`config.mk`:
```
export PLATFORM = sky130hd
export DESIGN_NAME = ram_access_arbiter
export DESIGN_NICKNAME = d
export VERILOG_FILES = /design/src/rtl/ram_access_arbiter.sv
export SDC_FILE = /design/constraint.sdc
export NUM_CORES = 1
export LEC_CHECK = 0
export CELL_PAD_IN_SITES_DETAIL_PLACEMENT = 1
export CELL_PAD_IN_SITES_GLOBAL_PLACEMENT = 1
export CORE_MARGIN = 2
export CORE_UTILIZATION = 27
export CTS_CLUSTER_SIZE = 40
export DETAILED_ROUTE_END_ITERATION = 12
export PLACE_DENSITY = 0.85
export SLEW_MARGIN = 20
export SYNTH_ARGS = -nofsm -noshare
export SYNTH_HDL_FRONTEND = slang
export SYNTH_SLANG_ARGS = --single-unit
```
`constraint.sdc`:
```
create_clock -name clk -period 1.45 [get_ports clk]
set_clock_uncertainty 0.1 [all_clocks]
set_input_delay 0.29 -clock clk [delete_from_list [all_inputs] [get_ports clk]]
set_output_delay 0.29 -clock clk [all_outputs]
set_load 0.005 [all_outputs]
```
`src/rtl/ram_access_arbiter.sv`:
```
// -----------------------------------------------------------------------------
// ram_access_arbiter
//
// Shares two single-port RAM banks between two requesters (port 0, port 1).
// One access runs at a time. When both ports request together, the port that
// was not granted last wins. The winning command is registered as it is
// accepted, and the shared RAM bus is driven for exactly one ACCESS cycle.
// A read then waits RD_LAT cycles and captures the bank read data from the
// external read-output selector, which this block steers with ram_sel.
//
// Parameters
//   ADDR_W   per-bank word address width; requester address is ADDR_W+1 bits,
//            MSB selects the bank
//   DATA_W   data width of both banks
//   RD_LAT   bank read latency in cycles from the enable edge (>= 1)
//
// Ports
//   clk, rst             clock (rising edge), asynchronous active-high reset
//   req0/1, we0/1        request (held until gnt), 1 = write / 0 = read
//   addr0/1, wdata0/1    {bank, word} address and write data per requester
//   gnt0/1               one-cycle pulse: command accepted
//   rvalid0/1, rdata0/1  one-cycle read-valid pulse; rdata held until next read
//   ram_en0/1            per-bank access strobe (one cycle)
//   ram_we, ram_addr     shared write enable and word address
//   ram_wdata            shared write data
//   ram_sel              read-output selector control (0 = bank 0, 1 = bank 1)
//   ram_rdata            selector output (selected bank read data)
//   busy                 high whenever an access is in progress
// -----------------------------------------------------------------------------
module ram_access_arbiter #(
    parameter int ADDR_W = 4,
    parameter int DATA_W = 8,
    parameter int RD_LAT = 1
) (
    input  logic              clk,
    input  logic              rst,
    input  logic              req0,
    input  logic              req1,
    input  logic              we0,
    input  logic              we1,
    input  logic [ADDR_W:0]   addr0,
    input  logic [ADDR_W:0]   addr1,
    input  logic [DATA_W-1:0] wdata0,
    input  logic [DATA_W-1:0] wdata1,
    output logic              gnt0,
    output logic              gnt1,
    output logic              rvalid0,
    output logic              rvalid1,
    output logic [DATA_W-1:0] rdata0,
    output logic [DATA_W-1:0] rdata1,
    output logic              ram_en0,
    output logic              ram_en1,
    output logic              ram_we,
    output logic [ADDR_W-1:0] ram_addr,
    output logic [DATA_W-1:0] ram_wdata,
    output logic              ram_sel,
    input  logic [DATA_W-1:0] ram_rdata,
    output logic              busy
);

    localparam logic [1:0] ST_IDLE   = 2'd0;
    localparam logic [1:0] ST_ACCESS = 2'd1;
    localparam logic [1:0] ST_WAIT   = 2'd2;

    // The WAIT counter runs from RD_LAT-1 down to 0; keep at least one bit.
    localparam int               CNT_W    = (RD_LAT > 1) ? $clog2(RD_LAT) : 1;
    localparam logic [CNT_W-1:0] CNT_LOAD = CNT_W'(RD_LAT - 1);
    localparam logic [CNT_W-1:0] CNT_ONE  = CNT_W'(32'd1);

    // State and bookkeeping
    logic [1:0]        state_q,    state_d;
    logic [CNT_W-1:0]  cnt_q,      cnt_d;
    logic              last_gnt_q, last_gnt_d;
    logic              port_q,     port_d;

    // Registered outputs
    logic              gnt0_q,      gnt0_d;
    logic              gnt1_q,      gnt1_d;
    logic              rvalid0_q,   rvalid0_d;
    logic              rvalid1_q,   rvalid1_d;
    logic [DATA_W-1:0] rdata0_q,    rdata0_d;
    logic [DATA_W-1:0] rdata1_q,    rdata1_d;
    logic              ram_en0_q,   ram_en0_d;
    logic              ram_en1_q,   ram_en1_d;
    logic              ram_we_q,    ram_we_d;
    logic [ADDR_W-1:0] ram_addr_q,  ram_addr_d;
    logic [DATA_W-1:0] ram_wdata_q, ram_wdata_d;
    logic              ram_sel_q,   ram_sel_d;
    logic              busy_q,      busy_d;

    // Winner of the current IDLE edge and its command
    logic              win_port_s;
    logic              win_we_s;
    logic [ADDR_W:0]   win_addr_s;
    logic [DATA_W-1:0] win_wdata_s;

    // Round-robin pick: a lone requester wins; on a tie the port not granted last wins.
    always_comb begin
        win_port_s  = 1'b0;
        win_we_s    = 1'b0;
        win_addr_s  = {(ADDR_W + 1){1'b0}};
        win_wdata_s = {DATA_W{1'b0}};
        if (req0 && req1) begin
            win_port_s = ~last_gnt_q;
        end else if (req1) begin
            win_port_s = 1'b1;
        end else begin
            win_port_s = 1'b0;
        end
        if (win_port_s) begin
            win_we_s    = we1;
            win_addr_s  = addr1;
            win_wdata_s = wdata1;
        end else begin
            win_we_s    = we0;
            win_addr_s  = addr0;
            win_wdata_s = wdata0;
        end
    end

    // Next-state and next-output logic for the IDLE / ACCESS / WAIT sequence.
    always_comb begin
        state_d     = state_q;
        cnt_d       = cnt_q;
        last_gnt_d  = last_gnt_q;
        port_d      = port_q;
        gnt0_d      = 1'b0;
        gnt1_d      = 1'b0;
        rvalid0_d   = 1'b0;
        rvalid1_d   = 1'b0;
        rdata0_d    = rdata0_q;
        rdata1_d    = rdata1_q;
        // Bus strobes and command fields are only non-zero during ACCESS.
        ram_en0_d   = 1'b0;
        ram_en1_d   = 1'b0;
        ram_we_d    = 1'b0;
        ram_addr_d  = {ADDR_W{1'b0}};
        ram_wdata_d = {DATA_W{1'b0}};
        // The selector keeps pointing at the last bank until the next access.
        ram_sel_d   = ram_sel_q;

        case (state_q)
            ST_IDLE: begin
                if (req0 || req1) begin
                    state_d     = ST_ACCESS;
                    port_d      = win_port_s;
                    last_gnt_d  = win_port_s;
                    gnt0_d      = ~win_port_s;
                    gnt1_d      = win_port_s;
                    ram_en0_d   = ~win_addr_s[ADDR_W];
                    ram_en1_d   = win_addr_s[ADDR_W];
                    ram_we_d    = win_we_s;
                    ram_addr_d  = win_addr_s[ADDR_W-1:0];
                    ram_wdata_d = win_wdata_s;
                    ram_sel_d   = win_addr_s[ADDR_W];
                end else begin
                    state_d = ST_IDLE;
                end
            end
            ST_ACCESS: begin
                // ram_we_q still holds the accepted command's write flag here.
                if (ram_we_q) begin
                    state_d = ST_IDLE;
                end else begin
                    state_d = ST_WAIT;
                    cnt_d   = CNT_LOAD;
                end
            end
            ST_WAIT: begin
                if (cnt_q == {CNT_W{1'b0}}) begin
                    state_d = ST_IDLE;
                    if (port_q) begin
                        rvalid1_d = 1'b1;
                        rdata1_d  = ram_rdata;
                    end else begin
                        rvalid0_d = 1'b1;
                        rdata0_d  = ram_rdata;
                    end
                end else begin
                    cnt_d = cnt_q - CNT_ONE;
                end
            end
            default: begin
                state_d = ST_IDLE;
            end
        endcase

        busy_d = (state_d != ST_IDLE);
    end

    // State and output registers; reset aborts any access in flight.
    always_ff @(posedge clk or posedge rst) begin
        if (rst) begin
            state_q     <= ST_IDLE;
            cnt_q       <= {CNT_W{1'b0}};
            last_gnt_q  <= 1'b1;
            port_q      <= 1'b0;
            gnt0_q      <= 1'b0;
            gnt1_q      <= 1'b0;
            rvalid0_q   <= 1'b0;
            rvalid1_q   <= 1'b0;
            rdata0_q    <= {DATA_W{1'b0}};
            rdata1_q    <= {DATA_W{1'b0}};
            ram_en0_q   <= 1'b0;
            ram_en1_q   <= 1'b0;
            ram_we_q    <= 1'b0;
            ram_addr_q  <= {ADDR_W{1'b0}};
            ram_wdata_q <= {DATA_W{1'b0}};
            ram_sel_q   <= 1'b0;
            busy_q      <= 1'b0;
        end else begin
            state_q     <= state_d;
            cnt_q       <= cnt_d;
            last_gnt_q  <= last_gnt_d;
            port_q      <= port_d;
            gnt0_q      <= gnt0_d;
            gnt1_q      <= gnt1_d;
            rvalid0_q   <= rvalid0_d;
            rvalid1_q   <= rvalid1_d;
            rdata0_q    <= rdata0_d;
            rdata1_q    <= rdata1_d;
            ram_en0_q   <= ram_en0_d;
            ram_en1_q   <= ram_en1_d;
            ram_we_q    <= ram_we_d;
            ram_addr_q  <= ram_addr_d;
            ram_wdata_q <= ram_wdata_d;
            ram_sel_q   <= ram_sel_d;
            busy_q      <= busy_d;
        end
    end

    assign gnt0      = gnt0_q;
    assign gnt1      = gnt1_q;
    assign rvalid0   = rvalid0_q;
    assign rvalid1   = rvalid1_q;
    assign rdata0    = rdata0_q;
    assign rdata1    = rdata1_q;
    assign ram_en0   = ram_en0_q;
    assign ram_en1   = ram_en1_q;
    assign ram_we    = ram_we_q;
    assign ram_addr  = ram_addr_q;
    assign ram_wdata = ram_wdata_q;
    assign ram_sel   = ram_sel_q;
    assign busy      = busy_q;

endmodule
```
==> impl_metrics.py, run 1 <==
metrics = {
    "timing": {
        "hold_viol": 0,
        "relSlewSlack_pct": 73.2,
        "fin_ws_ns": 0.0319,
        "drv_slew": 0,
        "rsz0062_at_grt": "yes",
        "worst_pin_slew_ns": 0.399,
        "fmax_mhz": 705,
        "setup_viol": 0,
        "hold_ws_ns": 0.167,
        "period_share_pct": 97.8,
        "period_minus_slack_ns": 1.42,
    },
    "critical_path": {
        "cp-endpoint": "rdata0[4]",
        "r2r_start": "state_q[0]",
        "critPathSlowestCell": "dfrtp_1",
        "r2r-end": "rdata0[4]",
        "cp-end-kind": "register",
        "cp_num_buf_inv": 1,
        "critPathTopFamily": "flip-flops",
        "cp_max_fo": 5,
        "cp.arrival_ns": 1.48,
        "r2r_cells": 3,
        "rrSetupSlack_ns": 0.03,
        "critPathKind": "register to register",
        "startpoint": "state_q[0]",
        "worstPathRequired_ns": 1.51,
        "path_depth": 3,
        "crit_chain": "nor3b_4 > buf_4 > mux2_2",
        "slowest_delay_ns": 0.43,
        "start_kind": "register",
    },
    "floorplan": {
        "die_x_um": 78.6,
        "start_util_pct": 27.6,
        "core_area_sq_um": 5440,
        "die-area_sq_um": 6170,
        "rows": 27,
        "dieHeight_um": 78.6,
        "io_pins": 77,
    },
    "place": {
        "io_buffer_count": 76,
        "gp_congestion": 0.764,
        "dp_cells": 246,
        "hpwl_mm": 2.98,
        "post-place-ws_ns": -0.257,
    },
    "grt": {
        "grt_pass1_wl_mm": 6.23,
        "met3_usage_pct": 4.14,
        "antenna_found_initial": 0,
        "gr-total-overflow": 0,
        "grt_busiest_layer": "met2",
        "gr-usage-met1_pct": 15.7,
        "grt_pass1_vias": 1238,
        "grtUsageTotal_pct": 13.4,
        "gr-usage-met2_pct": 22.9,
        "grt_max_degree": 20,
    },
    "cts": {
        "clk_pin_slew_ns": 0.08,
        "cts_root_buf": "clkbuf_8",
        "numCtsBuffers": 5,
        "clkLatencyLatePin_ns": 0.28,
        "hold_buffers": 0,
        "clockBufferDepth": 2,
        "htreeDepth": 2,
        "cts.sinks": 41,
        "cts_tree": "yes",
    },
    "route": {
        "viasPerCell": 4.33,
        "first_iter_violations": 6,
        "firstDrtPassIters": 4,
        "vias": 1122,
        "drcViolationCount": 0,
        "postRouteAntennaNets": 0,
        "routed_wl_mm": 3.94,
        "wire_per_inst_um": 15.2,
    },
    "final_layout": {
        "nNetsFinal": 226,
        "seq_area_sq_um": 1030,
        "syn2layout_area_growth_pct": 68.1,
        "multiInputGateArea_sq_um": 444,
        "diodes": 0,
        "fillCellCount": 585,
        "drive_above_1_share_pct": 23.5,
        "fin_cells": 259,
    },
    "yosys": {
        "ys_seq_area_share_pct": 68.4,
        "ys_warn_count": 0,
        "syn-num-nets": 134,
        "synth_cell_types": 19,
        "synth_cells": 94,
        "synth_seq_cells": 41,
        "synth.cell_area_sq_um": 1500,
        "post_synth.cell_area_avg_sq_um": 16.0,
    },
    "run": {
        "maxCapViolCount": 0,
    },
    "pwr": {
        "peakVddDrop_uv": 794,
        "leakagePower_nw": 1.24,
        "powerDensity_nw_per_um2": 1720,
        "p_total_mw": 4.34,
    },
    "run_status": {
        "status": "finished, final reports clean",
    },
    "hold_path": {
        "hold_class": "input port to async pin",
    },
}
==> where the power goes <==
group	switching (mW)	total [mW]	internal, mW
logic	0.647	1.76	1.11
registers	0.236	1.87	1.64
clock network	0.368	0.708	0.341
total	1.25	4.34	3.09
==> per-layer routing <==
layer	routed length [um]	share of wire, %
met5	0	0
met4	53	1.3
met3	232	5.9
met2	2130	54
met1	1520	39
==> cells in the mapped netlist <==
master	instances	area share (%)
a21bo_2	1	0.67
a21o_1	2	1.0
a22o_1	13	7.6
and3_1	1	0.42
buf_4	2	1.0
buf_6	2	1.5
dfrtp_1	40	67
dfstp_2	1	1.8
inv_1	4	1.0
mux2_2	16	12
mux2i_1	2	1.3
nand2b_1	2	0.83
nand3b_2	1	0.75
nor2_1	1	0.25
nor2_2	1	0.42
nor2b_1	1	0.42
nor3_4	1	1.1
nor3b_1	2	1.0
o21ai_1	1	0.33
==> state kept, by name (all words and copies together), names as in the netlist, 2 cells and up <==
| register | count |
|---|---|
| rdata0 | 8 |
| ram_addr | 4 |
| state_q | 2 |
| rdata1 | 8 |
| ram_wdata | 8 |
==> worst min-delay path by stage <==
stage | endpoint | cells after the start | slack [ns] | from
5_1_grt | ram_wdata[0] | 2 | 0.18 | rst
3_3_place_gp | state_q[1] | 1 | 0.37 | ram_we
3_5_place_dp | state_q[1] | 1 | 0.36 | ram_we
4_1_cts | ram_we | 2 | 0.16 | rst
2_1_floorplan | ram_addr[0] | 1 | 0.32 | addr1[0]
6_report | ram_wdata[0] | 2 | 0.17 | rst
==> cells by family (layout without fill, tap and decap cells) <==
kind of cell,count (synthesis),count (layout),synth area share [%]
DFF,41,41,68.4
muxes,18,18,13.3
AOI/OAI and AO/OA,17,17,9.58
and+or+nand+nor,10,10,5.17
buffers and inverters,8,101,3.50
==> cells in the final DEF, fill, tap and decap left out, drive strengths merged <==
cell type and instances:
a21bo 1, a21o 2, a22o 13, and3 1
buf 12, clkbuf 8, clkdlybuf4s50 37, clkinv 1
clkinvlp 1, dfrtp 40, dfstp 1, dlygate4sd2 37
dlymetal6s2s 2, inv 3, mux2 16, mux2i 2
nand2b 2, nand3b 1, nor2 2, nor2b 1
nor3 1, nor3b 2, o21ai 1
==> repair_timing <==
action,in CTS,in global routing
hold endpoints to repair,0,0
cloned,1,1
pin swaps,0,2
endpoints found under the setup margin,58,21
setup buffers,4,0
gates resized for setup,41,7
==> worst reg2reg max path: stages (launching register included) <==
cell and delay, ns:
dfrtp_1 0.43, nor3b_4 0.24, buf_4 0.19, mux2_2 0.34
==> layout make-up <==
type                       instances  area share, %
timing repair buffer              89           34.1
clock inverter                     1          0.297
multi-input combinational         45           17.6
clock buffer                       7           3.02
inverter                           4          0.595
tap                               72           3.57
sequential                        41           40.8
==> through the flow <==
| stage | utilization, % | TNS [ns] | area, sq um |
|---|---|---|---|
| after floorplan | - | 0 | 1500 |
| after global placement | 44.1 | -3.41 | 2400 |
| after detailed placement | 44.1 | -4.28 | 2400 |
| after CTS | 45.7 | 0 | 2480 |
| after global routing | 46.4 | -0.0231 | 2520 |
| final | 46.4 | 0 | 2520 |
No activity file was read; power rests on OpenSTA's default activity.
==> run 2, diff against run 1 <==
--- a/config.mk
+++ b/config.mk
@@ -7,7 +7,6 @@
 export LEC_CHECK = 0
 export CELL_PAD_IN_SITES_DETAIL_PLACEMENT = 1
 export CELL_PAD_IN_SITES_GLOBAL_PLACEMENT = 1
-export CORE_MARGIN = 2
 export CORE_UTILIZATION = 27
 export CTS_CLUSTER_SIZE = 40
 export DETAILED_ROUTE_END_ITERATION = 12
==> run 2 against run 1 <==
Combinational power barely moved. Via count fell by 0.53%. Global-route usage fell by 0.19 points. Final cell count fell by 1.9%. Count of clock-buffer cells in the layout fell by 1. First-iteration DRC count rose to 3.7 times the previous value. Largest cell class unchanged. Die area fell by 5.0%. Critical path type unchanged.
==> impl_metrics.py, run 2 (same netlist as run 1, synthesis figures left out) <==
metrics = {
    "run_status": {
        "status": "finished, final reports clean",
    },
    "timing": {
        "worst_pin_slew_ns": 0.291,
        "drv_slew": 0,
        "hold_viol": 0,
        "fmax_mhz": 707,
        "fin_ws_ns": 0.0365,
        "period_minus_slack_ns": 1.41,
        "relSlewSlack_pct": 80.5,
        "setup_viol": 0,
        "period_share_pct": 97.5,
        "rsz0062_at_grt": "yes",
        "hold_ws_ns": 0.232,
    },
    "floorplan": {
        "start_util_pct": 28.7,
        "die-area_sq_um": 5860,
        "core_area_sq_um": 5240,
        "rows": 26,
        "io_pins": 77,
        "die_x_um": 76.6,
        "dieHeight_um": 76.6,
    },
    "grt": {
        "antenna_found_initial": 0,
        "gr-total-overflow": 0,
        "grt_pass1_wl_mm": 5.76,
        "grt_max_degree": 42,
        "grt_pass1_vias": 1164,
        "grtUsageTotal_pct": 13.2,
    },
    "cts": {
        "htreeDepth": 2,
        "numCtsBuffers": 5,
        "clkLatencyLatePin_ns": 0.29,
        "clk_pin_slew_ns": 0.08,
        "cts_root_buf": "clkbuf_8",
        "cts.sinks": 41,
        "hold_buffers": 0,
        "clockBufferDepth": 2,
        "cts_tree": "yes",
    },
    "pwr": {
        "p_total_mw": 4.49,
        "peakVddDrop_uv": 639,
        "powerDensity_nw_per_um2": 1790,
        "leakagePower_nw": 1.23,
    },
    "place": {
        "gp_congestion": 0.696,
        "post-place-ws_ns": -0.257,
        "hpwl_mm": 2.54,
        "io_buffer_count": 76,
        "dp_cells": 242,
        "placed_area_sq_um": 2380,
    },
    "route": {
        "postRouteAntennaNets": 0,
        "firstDrtPassIters": 3,
        "vias": 1116,
        "first_iter_violations": 22,
        "routed_wl_mm": 3.48,
        "drcViolationCount": 0,
        "wire_per_inst_um": 13.7,
        "viasPerCell": 4.39,
    },
    "final_layout": {
        "syn2layout_area_growth_pct": 67.4,
        "fin_area_sq_um": 2510,
        "mostFrequentLayoutCells": "dfrtp_1 (39), clkdlybuf4s50_1 (39), dlygate4sd2_1 (37), a22o_1 (13), mux2_2 (11)",
        "fillCellCount": 562,
        "drive_above_1_share_pct": 22.3,
        "seq_area_sq_um": 1030,
        "nNetsFinal": 223,
        "multiInputGateArea_sq_um": 453,
        "fin_cells": 254,
        "diodes": 0,
    },
    "hold_path": {
        "hold_class": "input port to async pin",
    },
    "critical_path": {
        "cp-end-kind": "register",
        "cp.arrival_ns": 1.49,
        "start_kind": "register",
        "cp_max_fo": 4,
        "worstPathRequired_ns": 1.52,
        "r2r_cells": 3,
        "critPathKind": "register to register",
    },
    "run": {
        "maxCapViolCount": 0,
    },
}
==> run 2: cell count changes in the layout (fill, tap and decap cells not counted), sizes merged <==
cell / previous run / this run
dlymetal6s2s: 2 / 0
clkinvlp: 1 / 0
clkinv: 1 / 2
buf: 12 / 10
bufinv: 0 / 1
clkbuf: 8 / 6
clkdlybuf4s50: 37 / 39
==> run 2: final cells by class <==
| class | instances | share of cell area (%) |
|---|---|---|
| Sequential cell | 41 | 40.9 |
| Timing Repair Buffer | 86 | 32.6 |
| Multi-Input combinational cell | 45 | 18.0 |
| Tap cell | 70 | 3.48 |
| Clock buffer | 6 | 2.89 |
| Clock inverter | 2 | 1.54 |
| Inverter | 4 | 0.597 |
==> run 2: layer usage <==
metal / part of all wire, % / vias up / track usage, % / routed length, um
li1: - / 512 / - / -
met1: 40 / 534 / 14.9 / 1390
met2: 47 / 65 / 20.9 / 1620
met4: 1.4 / 0 / 4.62 / 47
met5: 0 / - / 0 / 0
met3: 12 / 5 / 7.31 / 421
==> run 2: timing repair <==
action	in CTS	in global routing
cloned	0	1
setup buffers	3	0
setup endpoints to repair	50	16
resized for setup	38	11
==> run 2: final timing paths <==
| check | startpoint | end | slack, ns |
|---|---|---|---|
| worst max register to register | state_q[0] | rdata0[7] | 0.04 |
| max in group asynchronous | rst | last_gnt_q | 0.76 |
| min in group clk | rdata1[5] | rdata1[5] | 0.40 |
| worst max-delay path | state_q[0] | rdata0[7] | 0.04 |
| worst min register to register | rdata1[5] | rdata1[5] | 0.40 |
| worst min-delay path | rst | rdata0[1] | 0.23 |
==> run 2: worst max-delay path, stage by stage (launching register included) <==
cell	delay, ns
dfrtp_2	0.45
nor3b_4	0.25
buf_4	0.18
mux2_2	0.32
==> run 2: metrics by stage <==
| stage | setup TNS, ns | util [%] |
|---|---|---|
| detailed placement | -4.10 | 45.5 |
| finish | 0 | 48.0 |
| global placement | -3.26 | 45.5 |
| floorplan | 0 | - |
| CTS | 0 | 47.2 |
| global route | -0.383 | 48.0 |
==> run 2: power by group <==
| group | total, mW | internal (mW) | switching (mW) | leakage [nW] |
|---|---|---|---|---|
| clock network | 0.894 | 0.516 | 0.378 | 0.0554 |
| logic | 1.74 | 1.11 | 0.633 | 0.667 |
| registers | 1.85 | 1.63 | 0.221 | 0.510 |
